**config.mk**
```make
export PLATFORM = sky130hd
export DESIGN_NAME = neuron_accumulator
export DESIGN_NICKNAME = d
export VERILOG_FILES = /design/src/rtl/neuron_pkg.sv /design/src/rtl/neuron_acc_lane_sum.sv /design/src/rtl/neuron_accumulator.sv
export SDC_FILE = /design/constraint.sdc
export NUM_CORES = 1
export LEC_CHECK = 0
export CAP_MARGIN = 20
export CORE_AREA = 2 2 429 431
export CTS_CLUSTER_SIZE = 16
export DETAILED_ROUTE_END_ITERATION = 12
export DIE_AREA = 0 0 431 433
export SYNTH_ARGS = -nofsm -noshare
export SYNTH_HDL_FRONTEND = slang
export SYNTH_SLANG_ARGS = --single-unit
export TNS_END_PERCENT = 20
```
**constraint.sdc**
```tcl
create_clock -name clk -period 223.7 [get_ports clk]
set_input_delay 44.74 -clock clk [delete_from_list [all_inputs] [get_ports clk]]
set_output_delay 44.74 -clock clk [all_outputs]
set_load 0.02 [all_outputs]
```
**src/rtl/neuron_pkg.sv**
```systemverilog
// Shared definitions for the neuron datapath: vector geometry, bias constant,
// accumulator width helper and the accumulator state encoding.
package neuron_pkg;

  localparam int NUM_INPUTS = 32;
  localparam int NUM_TERMS  = NUM_INPUTS + 1;
  localparam int DATA_W     = 32;
  localparam logic [DATA_W-1:0] BIAS_INPUT = 32'hFFFFFFFE;

  // One full set of signed products; the highest index carries the bias term.
  typedef logic [NUM_TERMS-1:0][DATA_W-1:0] product_vec_t;

  typedef enum logic [1:0] {
    IDLE,
    ACCUM,
    DONE
  } acc_state_t;

  // Accumulator width that can hold the sum of num_terms signed data_w values
  // without wrapping.
  function automatic int acc_width(input int data_w, input int num_terms);
    return data_w + $clog2(num_terms) + 1;
  endfunction

endpackage

```
**src/rtl/neuron_acc_lane_sum.sv**
```systemverilog
// Combinational slice adder: sums the LANES terms starting at base_idx,
// sign-extended to ACC_W. Lanes that fall past the last term contribute zero.
module neuron_acc_lane_sum #(
  parameter int NUM_TERMS = 33,
  parameter int DATA_W    = 32,
  parameter int LANES     = 4,
  parameter int ACC_W     = 39,
  parameter int IDX_W     = 7
) (
  input  logic [NUM_TERMS-1:0][DATA_W-1:0] terms,
  input  logic [IDX_W-1:0]                 base_idx,
  output logic [ACC_W-1:0]                 lane_sum
);

  logic [LANES-1:0][DATA_W-1:0] lane_term;

  // Select the term for each lane; no index match leaves the lane at zero.
  // NOTE: every always_comb output gets a default first so no path can infer a latch.
  always_comb begin
    lane_term = '0;
    for (int l = 0; l < LANES; l++) begin
      for (int t = 0; t < NUM_TERMS; t++) begin
        if (base_idx + IDX_W'(l) == IDX_W'(t)) begin
          lane_term[l] = terms[t];
        end
      end
    end
  end

  // Sign-extend each lane to the accumulator width and add them.
  always_comb begin
    lane_sum = '0;
    for (int l = 0; l < LANES; l++) begin
      lane_sum = lane_sum + {{(ACC_W-DATA_W){lane_term[l][DATA_W-1]}}, lane_term[l]};
    end
  end

endmodule

```
**src/rtl/neuron_accumulator.sv**
```systemverilog
// Neuron pre-activation accumulator. Latches one product vector, sums it LANES
// terms per cycle in a wide accumulator, clamps to DATA_W bits and hands the
// result downstream with valid/ready.
// Build option: define NEURON_ACC_RELU_EN to pass the clamped result through
// a ReLU (negative results become zero; out_sat still reports the clamp).
module neuron_accumulator #(
  parameter int NUM_TERMS = neuron_pkg::NUM_TERMS,
  parameter int DATA_W    = neuron_pkg::DATA_W,
  parameter int LANES     = 4
) (
  input  logic                             clk,
  input  logic                             rst,
  input  logic [NUM_TERMS-1:0][DATA_W-1:0] in_products,
  input  logic                             in_valid,
  output logic                             in_ready,
  output logic [DATA_W-1:0]                out_sum,
  output logic                             out_sat,
  output logic                             out_valid,
  input  logic                             out_ready
);

  import neuron_pkg::*;

  localparam int ACC_W = acc_width(DATA_W, NUM_TERMS);
  // idx can reach NUM_TERMS-1+LANES, which is below 2*NUM_TERMS.
  localparam int IDX_W = $clog2(2 * NUM_TERMS);
  localparam logic [ACC_W-1:0] SAT_MAX = {{(ACC_W-DATA_W+1){1'b0}}, {(DATA_W-1){1'b1}}};
  localparam logic [ACC_W-1:0] SAT_MIN = {{(ACC_W-DATA_W+1){1'b1}}, {(DATA_W-1){1'b0}}};

  if (LANES < 1 || LANES > NUM_TERMS) begin : g_bad_lanes
    $error("neuron_accumulator: LANES must lie in 1..NUM_TERMS");
  end

  acc_state_t                       state_q, state_d;
  logic [IDX_W-1:0]                 idx_q, idx_d;
  logic [ACC_W-1:0]                 acc_q, acc_d;
  logic [NUM_TERMS-1:0][DATA_W-1:0] buf_q, buf_d;
  logic [DATA_W-1:0]                out_sum_q, out_sum_d;
  logic                             out_sat_q, out_sat_d;
  logic                             out_valid_q, out_valid_d;
  logic                             in_ready_q, in_ready_d;

  logic [ACC_W-1:0]  lane_sum;
  logic [ACC_W-1:0]  acc_next;
  logic [DATA_W-1:0] res_final;
  logic              sat_hit;

  neuron_acc_lane_sum #(
    .NUM_TERMS (NUM_TERMS),
    .DATA_W    (DATA_W),
    .LANES     (LANES),
    .ACC_W     (ACC_W),
    .IDX_W     (IDX_W)
  ) u_lane_sum (
    .terms    (buf_q),
    .base_idx (idx_q),
    .lane_sum (lane_sum)
  );

  // Running sum including this cycle's slice, clamped (and optionally rectified).
  always_comb begin
    acc_next  = acc_q + lane_sum;
    sat_hit   = 1'b0;
    res_final = acc_next[DATA_W-1:0];
    if ($signed(acc_next) > $signed(SAT_MAX)) begin
      res_final = SAT_MAX[DATA_W-1:0];
      sat_hit   = 1'b1;
    end else if ($signed(acc_next) < $signed(SAT_MIN)) begin
      res_final = SAT_MIN[DATA_W-1:0];
      sat_hit   = 1'b1;
    end
`ifdef NEURON_ACC_RELU_EN
    if (res_final[DATA_W-1]) begin
      res_final = '0;
    end
`endif
  end

  // Next-state and registered-output logic for the IDLE/ACCUM/DONE sequence.
  always_comb begin
    state_d     = state_q;
    idx_d       = idx_q;
    acc_d       = acc_q;
    buf_d       = buf_q;
    out_sum_d   = out_sum_q;
    out_sat_d   = out_sat_q;
    out_valid_d = out_valid_q;
    in_ready_d  = in_ready_q;
    unique case (state_q)
      IDLE: begin
        if (in_valid && in_ready_q) begin
          buf_d      = in_products;
          acc_d      = '0;
          idx_d      = '0;
          in_ready_d = 1'b0;
          state_d    = ACCUM;
        end
      end
      ACCUM: begin
        acc_d = acc_next;
        idx_d = idx_q + IDX_W'(LANES);
        if (idx_q + IDX_W'(LANES) >= IDX_W'(NUM_TERMS)) begin
          out_sum_d   = res_final;
          out_sat_d   = sat_hit;
          out_valid_d = 1'b1;
          state_d     = DONE;
        end
      end
      DONE: begin
        if (out_ready) begin
          out_valid_d = 1'b0;
          in_ready_d  = 1'b1;
          state_d     = IDLE;
        end
      end
      default: begin
        state_d     = IDLE;
        out_valid_d = 1'b0;
        in_ready_d  = 1'b1;
      end
    endcase
  end

  // Control and result registers with synchronous reset.
  // NOTE: clocked state is assigned with <= so every flop samples pre-edge values.
  always_ff @(posedge clk) begin
    if (rst) begin
      state_q     <= IDLE;
      idx_q       <= '0;
      acc_q       <= '0;
      out_sum_q   <= '0;
      out_sat_q   <= 1'b0;
      out_valid_q <= 1'b0;
      in_ready_q  <= 1'b1;
    end else begin
      state_q     <= state_d;
      idx_q       <= idx_d;
      acc_q       <= acc_d;
      out_sum_q   <= out_sum_d;
      out_sat_q   <= out_sat_d;
      out_valid_q <= out_valid_d;
      in_ready_q  <= in_ready_d;
    end
  end

  // Term buffer, loaded only on accept.
  // NOTE: the buffer has no reset; it is always written before it is read.
  always_ff @(posedge clk) begin
    buf_q <= buf_d;
  end

  assign in_ready  = in_ready_q;
  assign out_sum   = out_sum_q;
  assign out_sat   = out_sat_q;
  assign out_valid = out_valid_q;

endmodule

```
# Word level (Yosys, flattened, before mapping)
# Cells that the tools add are included.
# W data, S select, Z words.
dict set report classes {
  n_eq_ne 133
  muxes 150
  add_sub_neg 8
  n_reduce_logical 13
  bitwise_logic 2
  order_cmp 3
}
# operator n
set ops {}
lappend ops {{$mux W32} 134}
lappend ops {{$eq A7 B5 Y1 const B} 64}
lappend ops {{$eq A7 B4 Y1 const B} 32}
lappend ops {{$add A39 B39 Y39} 3}
lappend ops {{$eq A7 B3 Y1 const B} 16}
lappend ops {{$pmux W39 S2} 1}
lappend ops {{$eq A7 B2 Y1 const B} 8}
lappend ops {{$gt A39 B32 Y1 const B} 1}
lappend ops {{$lt A39 B32 Y1 const B} 1}
lappend ops {{$mux W39} 1}
lappend ops {{$add A32 B32 Y33} 1}
lappend ops {{$eq A7 B1 Y1 const B} 4}
lappend ops {{$eq A7 B6 Y1 const B} 4}
lappend ops {{$logic_not A7 Y1} 4}
lappend ops {{$add A7 B2 Y7 const B} 2}
lappend ops {{$pmux W7 S2} 1}
lappend ops {{$reduce_and A3 Y1} 3}
lappend ops {{$add A7 B1 Y7 const B} 1}
lappend ops {{$add A7 B3 Y7 const B} 1}
lappend ops {{$ge A7 B6 Y1 const B} 1}
lappend ops {{$mux W7} 1}
lappend ops {{$mux W1} 6}
lappend ops {{$mux W2} 3}
lappend ops {{$ne A2 B2 Y1 const B} 3}
lappend ops {{9 further kinds} 13}
dict set report totals {
  word_cells 349
  ff_bits 1139
  in_bits 1060
}

# Logic depth before layout (Yosys ltp)
dict set report logic_depth {
  depth_word 42
  ltp_mapped 44
}

# Modules after synthesis
# From an unflattened synthesis, not the netlist that was laid out.
dict set report unflattened {
  cells_unflattened 6880
  hier_area_um2 70609.0
}
# module cells_per_inst seq_area_each_um2 n_inst area_per_inst_um2
set by_module_without_submodules {}
lappend by_module_without_submodules {neuron_accumulator 1754 33332.0 1 37096.8}
lappend by_module_without_submodules {neuron_acc_lane_sum 5126 0.0 1 33512.1}

# Least setup slack after synthesis
# No wires, ideal clock.
dict set report synth_path {
  path_kind {input port to flip-flop}
  from {input port in_valid}
  to {register buf_q[0] (netlist name), enable pin}
  setup_slack_ps 104295
  n_path_buf 0
  t_required_ps 219924
  t_arrival_ps 115629
  setup_ps 3776
  cell_stages 2
  path_cell_list {nand2_1 > nor3_1}
}
dict set report synth_via {
  elab_chain_cells 2
}
# element line_no
set synth_rtl {}
lappend synth_rtl {{from (decl)} neuron_accumulator.sv:14} ;# input logic in_valid,
lappend synth_rtl {{$logic_and A1 B1 Y1} neuron_accumulator.sv:91} ;# if (in_valid && in_ready_q) begin
lappend synth_rtl {{$reduce_and A2 Y1 (no line)} n/a}
lappend synth_rtl {{to (signal assigned)} neuron_accumulator.sv:149} ;# buf_q <= buf_d;
lappend synth_rtl {{to (decl)} neuron_accumulator.sv:37} ;# logic [NUM_TERMS-1:0][DATA_W-1:0] buf_q, buf_d;
# Every way passes these cells.
# A chain may end at the register's enable or synchronous reset.

# Worst setup path in the final report
dict set report layout_path {
  from {input port in_valid}
  to {register buf_q[275] (netlist name), enable pin}
}
# Same word-level chain as after synthesis.

==> results.txt <==
- The first global-routing pass estimated 267000 µm of wire.
- Synthesis produced 3434 cells.
- Via count of the first global-routing pass: 34192
* Primary flip-flop cell chosen by synthesis mapping: sky130_fd_sc_hd__edfxtp_1
* Area overhead of the layout relative to synthesis: 38.4%
- On the critical path the largest part of the delay comes from buffers and inverters.
* Syn nets: 4648
- At the pin with the least slew margin, the transition time is 1180 ps.
* I/O pin count: 1095
* Clock Sink Count: 1137
* Worst path buffer plus inverter count: 5
- The worst setup path is captured at a flip-flop.
- Placer congestion estimate: 0.926
* Routed length on met3: 15100 µm
* Delay of the slowest cell on the worst path: 940 ps
- The critical path in this run is classified as in -> reg.
- Wirelength, routed: 200000 µm
- Dividing the final minimum period by the clock period gives 0.218.
- The max-slew violation count came to 0.
- The critical path goes through clkdlybuf4s50_1 -> nand2_1 -> nor3_2 -> buf_12 -> buf_4 -> buf_4 -> buf_4.
- Proportion of register bits with asynchronous set or reset after synthesis: 0
* CP dominant cell by count: sky130_fd_sc_hd__buf_4
- Vias post-DR: 34357
- The worst-case IR drop observed on VDD is 0.0127 mV.
- In this run the worst path has a maximum fanout of 166.
- # hold bufs at CTS: 0
- Of the synthesized area, sequential elements account for 0.696.
- Max-cap violations in this run came to 0.
- Skew-Pair Late Insertion Delay: 830 ps
* Pwr Density: 11.8 nW/µm²
* Root cell of the clock tree: sky130_fd_sc_hd__clkbuf_16
- The H-tree was split into 4 levels.
- The final layout contains 5728 nets.
- Global-route congestion overflow total: 0
- Count of final setup violators: 0
* Clock buffers created by TritonCTS: 134
- Adding up every negative setup slack in the final design gives 0 ps.
- After clock tree synthesis, the setup repair step added 0 buffers.
* Worst Skew: 35.4 ps
* Post-route antenna net violation count: 0
- Clock-pin slew was measured on the worst setup and hold paths at 60 ps.
- The slowest stage of the critical path is the sky130_fd_sc_hd__buf_4 cell.
- Number of enable-type register cells in the synthesized netlist: 1056
- Die H: 433 µm
- Critical path launch point type: input port
- Overall fraction of global-route tracks in use: 0.207
- Minimum clock period: 48770 ps
* Worst slew margin relative to its limit: 0.214
- In the routed design, unresolved DRC markers number 0.
- Once detailed placement completed, the half-perimeter wirelength came to 154000 µm.
- Data required time at the worst endpoint: 224110 ps
- YS warnings: 0
- Yosys mapped the design onto 69 distinct sky130hd cell types.
* Die Area: 187000 µm²
* Horizontal extent of the die: 431 µm
- Initial core utilization: 0.263
- In this run, synthesis produced a sequential element count of 1137.
- CTS tree: yes
- The initialized floorplan defines 157 standard-cell rows.
* Port Buffer Count: 1094
- After detailed routing, no signal wire sits above met5.
* Fraction of final layout cells with drive strength greater than 1: 0.0677
- Summed instance area of the synthesized netlist: 47900 µm²
- Wire length per cell after detailed routing: 28.3 µm
* Count of cells resized by post-cts repair: 0
* Total routed wire length on the met1 layer: 78100 µm
- The region available for standard cell placement spans 182000 µm².
- Final core occ: 0.364
- The longest clock path from root to sink contains 3 buffers.
- Status: complete, no violations
- 1st-iter DRT viols: 3608
* Avg Cell Area, Syn: 13.9 µm²
- The number of antenna violations at the first check in global routing came to 92.
- Dividing the detail-routed via count by the number of cells gives 4.87.
- Final hold violation count: 0
- Unrepaired setup endpoints after global routing: false
* Routed met2 length: 98800 µm
- Summed over all cells, the static leakage comes to 22.9 nW.
- At the worst endpoint, the arrival time is 49180 ps.
* Largest net degree at the start of global routing: 176
- Derived from the worst setup path, the maximum achievable clock frequency is 20.5 MHz.
* TritonRoute pass-1 iters: 6
- Hold Crit Class: reg -> reg
[cell type report]
class | count | area [µm²]
Timing Repair Buffer | 1168 | 11600
Tap cell | 2385 | 2980
Inverter | 155 | 582
Fill cell | 17391 | 116000
Clock inverter | 77 | 1020
Antenna cell | 51 | 128
Sequential cell | 1137 | 33300
Multi-Input combinational cell | 1918 | 13100
Clock buffer | 167 | 3500
[state kept, by name (all words and copies together) (netlist names)]
register and count:
state_q 2, out_valid 1, acc_q 39, out_sat 1
in_ready 1, out_sum 32, buf_q 1056, idx_q 5
[placed cells by master (no fill, tap or decap), types with 81 or more instances in the layout]
master	count
sky130_fd_sc_hd__a211oi_1	128
sky130_fd_sc_hd__o21ai_0	143
sky130_fd_sc_hd__dfxtp_1	81
sky130_fd_sc_hd__nand2_1	93
sky130_fd_sc_hd__inv_1	155
sky130_fd_sc_hd__a221oi_1	255
sky130_fd_sc_hd__nor2_1	411
sky130_fd_sc_hd__nor3_1	134
sky130_fd_sc_hd__clkdlybuf4s50_1	1093
sky130_fd_sc_hd__a21oi_1	229
sky130_fd_sc_hd__edfxtp_1	1056
sky130_fd_sc_hd__clkbuf_16	134
[metal layers]
metal,global-route usage,up-vias
met4,0.0951,32
met5,0,-
met1,0.254,16961
met2,0.345,1566
met3,0.0490,320
li1,-,15478
[worst register-to-register path, delay by kind of cell, from the launching register on]
| kind | cells | cell delay, ps |
|---|---|---|
| fa+ha+maj | 4 | 1610 |
| simple gates | 7 | 2640 |
| xor+xnor | 2 | 990 |
| flops | 1 | 530 |
| compound gates | 18 | 4560 |
| buf+inv | 7 | 1510 |
[cells by family after synthesis]
kind of cell | count (synthesis) | synth area share
simple gates | 721 | 0.0651
compound gates | 971 | 0.142
xor+xnor | 71 | 0.0133
fa+ha+maj | 154 | 0.0523
mux | 1 | 0.000235
buf+inv | 379 | 0.0306
flops | 1137 | 0.696
[power by group]
part	switching, mW	total [mW]	internal [mW]
clock	0.0946	0.226	0.132
combinational	0.190	0.302	0.112
sequential	0.00498	0.255	0.250
total	0.289	0.782	0.493
[metrics by stage]
step           cell area, µm²  power, mW  setup WS (ps)  hold slack, ps  instances
4_1_cts                 66100      0.789         175060             491       7005
2_1_floorplan           47900      0.484         104300             465       3434
5_1_grt                 66200      0.826         174740             514       7050
3_3_place_gp            61500      0.558         174200             466       6756
3_5_place_dp            61600      0.560         174180             481       6761
6_report                66200      0.782         174930             482       7058
[synthesized netlist by cell type (3+ instances only)]
library cell                number  area (µm²)
sky130_fd_sc_hd__buf_2           3        15.0
sky130_fd_sc_hd__nand2b_1       10        62.6
sky130_fd_sc_hd__and2_1          6        37.5
sky130_fd_sc_hd__o21a_1          6        45.0
sky130_fd_sc_hd__o21ai_0       148         741
sky130_fd_sc_hd__a22oi_1        71         533
sky130_fd_sc_hd__dfxtp_1        81        1620
sky130_fd_sc_hd__nand3b_1        3        22.5
sky130_fd_sc_hd__and3_1         10        62.6
sky130_fd_sc_hd__fa_1           77        1540
sky130_fd_sc_hd__a2111oi_0       3        26.3
sky130_fd_sc_hd__ha_1           77         963
sky130_fd_sc_hd__nor2_1        411        1540
sky130_fd_sc_hd__o21bai_1       10        75.1
sky130_fd_sc_hd__xnor2_1        41         359
sky130_fd_sc_hd__nor3_1        136         681
sky130_fd_sc_hd__clkbuf_1      197         739
sky130_fd_sc_hd__o221ai_1        4        35.0
sky130_fd_sc_hd__a311oi_1        3        26.3
sky130_fd_sc_hd__a311o_1         3        30.0
sky130_fd_sc_hd__nor2b_1        13        81.3
sky130_fd_sc_hd__a211oi_1      128         961
sky130_fd_sc_hd__xor2_1         29         254
sky130_fd_sc_hd__a2111oi_2       3        45.0
sky130_fd_sc_hd__o211ai_1       37         278
sky130_fd_sc_hd__a211oi_2        8         100
sky130_fd_sc_hd__a31oi_1        10        62.6
sky130_fd_sc_hd__or2_2           5        31.3
sky130_fd_sc_hd__a21o_1         30         225
sky130_fd_sc_hd__buf_1          18        67.6
sky130_fd_sc_hd__nand2_1        94         353
sky130_fd_sc_hd__inv_1         155         582
sky130_fd_sc_hd__nand4_1         6        37.5
sky130_fd_sc_hd__a21oi_1       229        1150
sky130_fd_sc_hd__edfxtp_1     1056       31700
sky130_fd_sc_hd__nand3_1        13        65.1
sky130_fd_sc_hd__buf_6           5        56.3
sky130_fd_sc_hd__a221oi_1      255        2230
[path summary, 6_finish.rpt]
| path | startpoint | end | slack (ps) | cells after the start |
|---|---|---|---|---|
| worst min register to register | out_sum[31] | out_sum[31] | 480 | 2 |
| worst max register to register | idx_q[4] | out_sum[30] | 211690 | 38 |
| worst min-delay path | out_sum[31] | out_sum[31] | 480 | 2 |
| worst max-delay path | in_valid | buf_q[275] | 174930 | 7 |
Note: power is estimated with default switching activity, not from simulation.
